[src/rtl/io_bus_pkg.sv]
// Shared definitions for the device I/O bus: initiator FSM states and the
// device-ID map served by the I/O bus dispatcher.
package io_bus_pkg;

    typedef enum logic [1:0] {
        ST_IDLE,
        ST_WR,
        ST_RD,
        ST_RESP
    } bus_state_e;

    localparam logic [31:0] DEV_UART           = 32'h0000_0000;
    localparam logic [31:0] DEV_SPI_DATA       = 32'h0000_0001;
    localparam logic [31:0] DEV_SPI_MODE       = 32'h0000_0002;
    localparam logic [31:0] DEV_SPI_CLKSHAMT   = 32'h0000_0003;
    localparam logic [31:0] DEV_GPOUT          = 32'h0000_0004;
    localparam logic [31:0] DEV_HDMI_COL_MODE  = 32'h0000_0006;
    localparam logic [31:0] DEV_HDMI_COL_TABLE = 32'h0000_0007;
    localparam logic [31:0] DEV_CLK_COUNT_L    = 32'h0000_1000;
    localparam logic [31:0] DEV_CLK_COUNT_H    = 32'h0000_1001;
    localparam logic [31:0] DEV_CLK_FREQ       = 32'h0000_1002;
    localparam logic [31:0] DEV_MS_COUNT_L     = 32'h0000_1003;
    localparam logic [31:0] DEV_MS_COUNT_H     = 32'h0000_1004;
    localparam logic [31:0] DEV_HDMI_VRAM_BASE = 32'h1000_0000;
    localparam logic [31:0] DEV_HDMI_VRAM_LEN  = 32'h0100_0000;

endpackage

[src/rtl/io_watchdog.sv]
// Saturating cycle counter that flags a bus access outstanding for
// TimeoutCycles cycles. TimeoutCycles = 0 disables expiry entirely.
module io_watchdog #(
    parameter int unsigned TimeoutCycles = 65535
) (
    input  logic i_clk,
    input  logic i_rst,
    input  logic i_clear,
    input  logic i_enable,
    output logic o_expired
);

    localparam int unsigned CW = (TimeoutCycles > 0) ? $clog2(TimeoutCycles + 1) : 1;
    localparam logic [CW-1:0] LastCount = CW'(TimeoutCycles - 1);
    localparam bit Enabled = (TimeoutCycles != 0);

    logic [CW-1:0] r_count;
    logic          w_at_last;

    always_ff @(posedge i_clk) begin
        if (i_rst || i_clear) begin
            r_count <= '0;
        end else if (i_enable && (r_count != '1)) begin
            r_count <= r_count + 1'b1;
        end
    end

    // Expiry is seen during the TimeoutCycles-th enabled cycle, so the FSM
    // leaves the strobe state on that cycle's closing edge.
    assign w_at_last = (r_count == LastCount);
    assign o_expired = Enabled && i_enable && w_at_last;

endmodule

[src/rtl/io_bus_initiator.sv]
// CPU-side initiator for the device I/O bus: one in/out request at a time,
// strobes held until device handshake or watchdog expiry, then one response.
module io_bus_initiator #(
    parameter int unsigned TimeoutCycles = 65535
) (
    input  logic        i_clk,
    input  logic        i_rst,
    input  logic        i_req_valid,
    output logic        o_req_ready,
    input  logic        i_req_write,
    input  logic [31:0] i_req_dev_id,
    input  logic [31:0] i_req_wdata,
    output logic        o_resp_valid,
    input  logic        i_resp_ready,
    output logic [31:0] o_resp_rdata,
    output logic        o_resp_timeout,
    output logic [31:0] o_dev_id,
    output logic        o_bus_wr_valid,
    output logic [31:0] o_bus_wr_bits,
    input  logic        i_bus_wr_ready,
    output logic        o_bus_rd_ready,
    input  logic        i_bus_rd_valid,
    input  logic [31:0] i_bus_rd_bits
);

    import io_bus_pkg::*;

    bus_state_e  r_state;
    logic        r_req_ready;
    logic        r_resp_valid;
    logic [31:0] r_resp_rdata;
    logic        r_resp_timeout;
    logic [31:0] r_dev_id;
    logic        r_wr_valid;
    logic [31:0] r_wr_bits;
    logic        r_rd_ready;

    logic w_accept;
    logic w_wd_enable;
    logic w_expired;

    assign w_accept    = (r_state == ST_IDLE) && i_req_valid;
    assign w_wd_enable = (r_state == ST_WR) || (r_state == ST_RD);

    io_watchdog #(
        .TimeoutCycles(TimeoutCycles)
    ) u_watchdog (
        .i_clk    (i_clk),
        .i_rst    (i_rst),
        .i_clear  (w_accept),
        .i_enable (w_wd_enable),
        .o_expired(w_expired)
    );

    // Strobes are registered from the next state so the dispatcher's
    // combinational replies never loop back through this block.
    always_ff @(posedge i_clk) begin
        if (i_rst) begin
            r_state        <= ST_IDLE;
            r_req_ready    <= 1'b1;
            r_resp_valid   <= 1'b0;
            r_resp_rdata   <= '0;
            r_resp_timeout <= 1'b0;
            r_dev_id       <= '0;
            r_wr_valid     <= 1'b0;
            r_wr_bits      <= '0;
            r_rd_ready     <= 1'b0;
        end else begin
            case (r_state)
                ST_IDLE: begin
                    if (i_req_valid) begin
                        r_dev_id    <= i_req_dev_id;
                        r_wr_bits   <= i_req_wdata;
                        r_req_ready <= 1'b0;
                        if (i_req_write) begin
                            r_state    <= ST_WR;
                            r_wr_valid <= 1'b1;
                        end else begin
                            r_state    <= ST_RD;
                            r_rd_ready <= 1'b1;
                        end
                    end
                end
                ST_WR: begin
                    if (i_bus_wr_ready || w_expired) begin
                        r_state        <= ST_RESP;
                        r_wr_valid     <= 1'b0;
                        r_resp_valid   <= 1'b1;
                        r_resp_rdata   <= '0;
                        r_resp_timeout <= !i_bus_wr_ready;
                    end
                end
                ST_RD: begin
                    if (i_bus_rd_valid) begin
                        r_state        <= ST_RESP;
                        r_rd_ready     <= 1'b0;
                        r_resp_valid   <= 1'b1;
                        r_resp_rdata   <= i_bus_rd_bits;
                        r_resp_timeout <= 1'b0;
                    end else if (w_expired) begin
                        r_state        <= ST_RESP;
                        r_rd_ready     <= 1'b0;
                        r_resp_valid   <= 1'b1;
                        r_resp_rdata   <= '0;
                        r_resp_timeout <= 1'b1;
                    end
                end
                ST_RESP: begin
                    if (i_resp_ready) begin
                        r_state      <= ST_IDLE;
                        r_resp_valid <= 1'b0;
                        r_req_ready  <= 1'b1;
                    end
                end
                default: begin
                    r_state      <= ST_IDLE;
                    r_req_ready  <= 1'b1;
                    r_resp_valid <= 1'b0;
                    r_wr_valid   <= 1'b0;
                    r_rd_ready   <= 1'b0;
                end
            endcase
        end
    end

    assign o_req_ready    = r_req_ready;
    assign o_resp_valid   = r_resp_valid;
    assign o_resp_rdata   = r_resp_rdata;
    assign o_resp_timeout = r_resp_timeout;
    assign o_dev_id       = r_dev_id;
    assign o_bus_wr_valid = r_wr_valid;
    assign o_bus_wr_bits  = r_wr_bits;
    assign o_bus_rd_ready = r_rd_ready;

endmodule

[config.mk]
export PLATFORM = sky130hd
export DESIGN_NAME = io_bus_initiator
export DESIGN_NICKNAME = d
export VERILOG_FILES = /design/src/rtl/io_bus_pkg.sv /design/src/rtl/io_watchdog.sv /design/src/rtl/io_bus_initiator.sv
export SDC_FILE = /design/constraint.sdc
export NUM_CORES = 1
export LEC_CHECK = 0
export ABC_AREA = 1
export BUFFER_PORTS_ARGS = -buffer_cell sky130_fd_sc_hd__buf_2
export CORE_ASPECT_RATIO = 1.25
export CORE_MARGIN = 2
export CORE_UTILIZATION = 49
export CTS_CLUSTER_SIZE = 24
export DETAILED_ROUTE_END_ITERATION = 16
export PLACE_DENSITY_LB_ADDON = 0.12
export SLEW_MARGIN = 25
export SYNTH_ARGS = -nofsm -noshare
export SYNTH_HDL_FRONTEND = slang
export SYNTH_HIERARCHICAL = 1
export SYNTH_SLANG_ARGS = --single-unit
[constraint.sdc]
create_clock -name i_clk -period 2.8 [get_ports i_clk]
set_clock_uncertainty 0.05 [all_clocks]
set_input_delay 0.28 -clock i_clk [delete_from_list [all_inputs] [get_ports i_clk]]
set_output_delay 0.28 -clock i_clk [all_outputs]
set_load 0.03 [all_outputs]
==> run_results.csv <==
group,metric,value,unit
synthesis,synth_fp_nets,903,
synthesis,synth_area_per_cell,6.74,sq um
layout,nets,1094,
global_routing,grt_usage,0.229,
clock_network,clock_sinks,119,
floorplanning,die_w,97.4,microns
layout,post-route-util,0.661,
floorplanning,coreArea,0.0106,sq mm
global_routing,grt_start_max_net_pins,66,
worst_setup_path,crit_fanout,32,
flow_run,cap_violations,0,
drt,vias,5227,
worst_setup_path,worstPathRequired,3.05,ns
synthesis,async_flop_share,0,
synthesis,ys_ff_latch,119,
min_path,hp-class,"input port to flop",
placement,io_buffers,203,
clock_network,postCtsHoldBufs,0,
sta,period_share,0.842,
sta,setup-tns-final,0,ns
clock_network,post_cts_buffers,0,
sta,finalSetupViolations,0,
placement,gp_congestion,0.827,
drt,drt_iter0_drc,196,
drt,drt-pass1-iter-count,4,
synthesis,yosysUniqueCellTypes,28,
sta,rsz0062_at_grt,"false",
min_path,min_path_cells,2,
drt,via_per_inst,4.63,
layout,drive_gt1_frac,0.267,
power_and_ir_drop,leakage,3.61,nW
sta,maxSlewHeadroom,0.551,
floorplanning,die_area,0.0118,sq mm
drt,drc_errors,0,
clock_network,clkSlewWorstSetupHoldPaths,0.05,ns
sta,timing_worst_slew_pin_value,0.674,ns
clock_network,ctsResizeCount,0,
status,status,"complete, no violations",
global_routing,grt_pass1_wl,22200,microns
drt,wl,13300,microns
layout,final.fill_count,1036,
floorplanning,num_io_pins,204,
layout,syn2layout_area_growth,31.3,%
clock_network,htreeDepth,4,
layout,antenna_cells,0,
worst_setup_path,path_class,"flop to flop",
global_routing,antenna_found_initial,0,
global_routing,globalRouteOverflowTotal,0,
power_and_ir_drop,peakVddDrop,0.609,mV
synthesis,synth_cells,792,
clock_network,clk_path_buf_depth,2,
synthesis,ys_warn_count,6,
global_routing,grt_pass1_vias,4920,
sta,max_freq,424,MHz
floorplanning,rows,42,
clock_network,insertion_delay,0.40,ns
worst_setup_path,worst-r2r-setup-slack,0.44,ns
synthesis,synth_edf_count,0,
drt,routedWlPerCell,11.8,microns
sta,finalHoldViolations,0,
floorplanning,die_h,121,microns
worst_setup_path,cp-start-kind,"flop",
floorplanning,initial_core_util,0.503,
clock_network,cts_tree,"yes",
synthesis,yosysSeqAreaShare,0.446,
sta,period_minus_slack,2.36,ns
synthesis,synth_ff_type,"dfxtp_1",
clock_network,cts_made_buffers,17,
worst_setup_path,cp.arrival,2.61,ns
clock_network,root_buffer,"clkbuf_16",
worst_setup_path,endpoint_kind,"flop",
power_and_ir_drop,p_per_area,1220,mW/mm^2
placement,dpl.hpwl,9230,microns
sta,final_max_slew_viol_count,0,
synthesis,syn_area,0.00534,sq mm
drt,ant_nets,0,
worst_setup_path,r2r_cells,10,
==> critical path, cell delays in order (launching register included) <==
cell and delay, ns:
dfxtp_1 0.43, inv_1 0.10, ha_1 0.31, nand2_1 0.06
nor4_1 0.37, nor2_1 0.16, o21ai_4 0.19, buf_4 0.34
nand3_1 0.12, nand2_1 0.08, nor2_1 0.04
==> report_power, final <==
part	switching, W	internal (W)
sequential	0.000254	0.00222
clock	0.000804	0.00140
combinational	0.00274	0.00115
==> final timing paths <==
kind / from / end
setup / recovery: r_state[0]$_SDFFE_PP0P_ / o_resp_rdata[18]$_SDFFE_PP0P_
hold / removal: i_rst / o_bus_wr_valid$_SDFFE_PP0P_
setup reg to reg: r_state[0]$_SDFFE_PP0P_ / o_resp_rdata[18]$_SDFFE_PP0P_
hold reg to reg: o_bus_wr_valid$_SDFFE_PP0P_ / o_bus_wr_valid$_SDFFE_PP0P_
==> layout make-up <==
| class | count | area [sq um] | share of cell area |
|---|---|---|---|
| Clock buffer | 17 | 425 | 0.0607 |
| Timing Repair Buffer | 211 | 1100 | 0.157 |
| Tap cell | 132 | 165 | 0.0236 |
| Sequential cell | 119 | 2380 | 0.340 |
| Inverter | 97 | 365 | 0.0521 |
| Multi-Input combinational cell | 537 | 2390 | 0.341 |
| Clock inverter | 15 | 179 | 0.0255 |
==> cell families (layout without fill, tap and decap cells) <==
| group | count (synthesis) | in the layout | share of synthesized area |
|---|---|---|---|
| and+or+nand+nor | 446 | 446 | 0.346 |
| xor gates and xnor gates | 5 | 5 | 0.00820 |
| adders and majority gates | 8 | 8 | 0.0187 |
| AOI/OAI and AO/OA | 78 | 78 | 0.0752 |
| DFF | 119 | 119 | 0.446 |
| buffers and inverters | 136 | 340 | 0.106 |
==> through the flow <==
step	instance area (sq um)	total power [W]	hold slack, ns	setup slack [ns]	instances
2_1_floorplan	5340	0.00552	0.299	0.626	792
3_3_place_gp	6410	0.00638	0.403	0.559	1096
3_5_place_dp	6410	0.00642	0.410	0.468	1096
4_1_cts	7010	0.00866	0.00133	0.437	1128
5_1_grt	7010	0.00925	0.0434	0.164	1128
6_report	7010	0.00858	0.0190	0.441	1128
==> state kept, by name, summed over array words and instances, names as in the netlist <==
register	flops
o_bus_rd_ready	1
o_bus_wr_bits	32
o_bus_wr_valid	1
o_dev_id	32
o_req_ready	1
o_resp_rdata	32
o_resp_timeout	1
o_resp_valid	1
r_state	2
u_watchdog/r_count	16
==> per-layer routing <==
metal  global-route usage  share of wire
met1                0.270           0.41
met2                0.376           0.48
met3               0.0821          0.086
met4                0.102          0.024
met5                    0              0
==> cells in the final DEF (no fill, tap or decap), drive strengths merged <==
cell,synthesis,final
clkinvlp,0,4
buf,21,211
o21ai,67,67
xor2,3,3
clkbuf,18,17
nor2,203,203
and2,1,1
bufinv,0,3
nor4,1,1
nand3b,2,2
nand4,7,7
inv,95,97
a21oi,11,11
ha,8,8
clkinv,2,8
dfxtp,119,119
nand3,46,46
xnor2,2,2
nand2,186,186
==> synth_stat cells (3+ instances only) <==
cell      instances  area [sq um]
buf_2            15          75.1
nand4_1           7          43.8
nor2_4            5          56.3
clkbuf_1         18          67.6
nor2_1          196           736
ha_1              8           100
dfxtp_1         119          2380
nand2_4           4          45.0
buf_6             4          45.0
o21ai_0          65           325
inv_1            93           349
nand2_1         176           661
xor2_1            3          26.3
a21oi_1          11          55.1
nand2_2           6          37.5
nand3_1          46           230
Power figures use the tool's default switching activity.
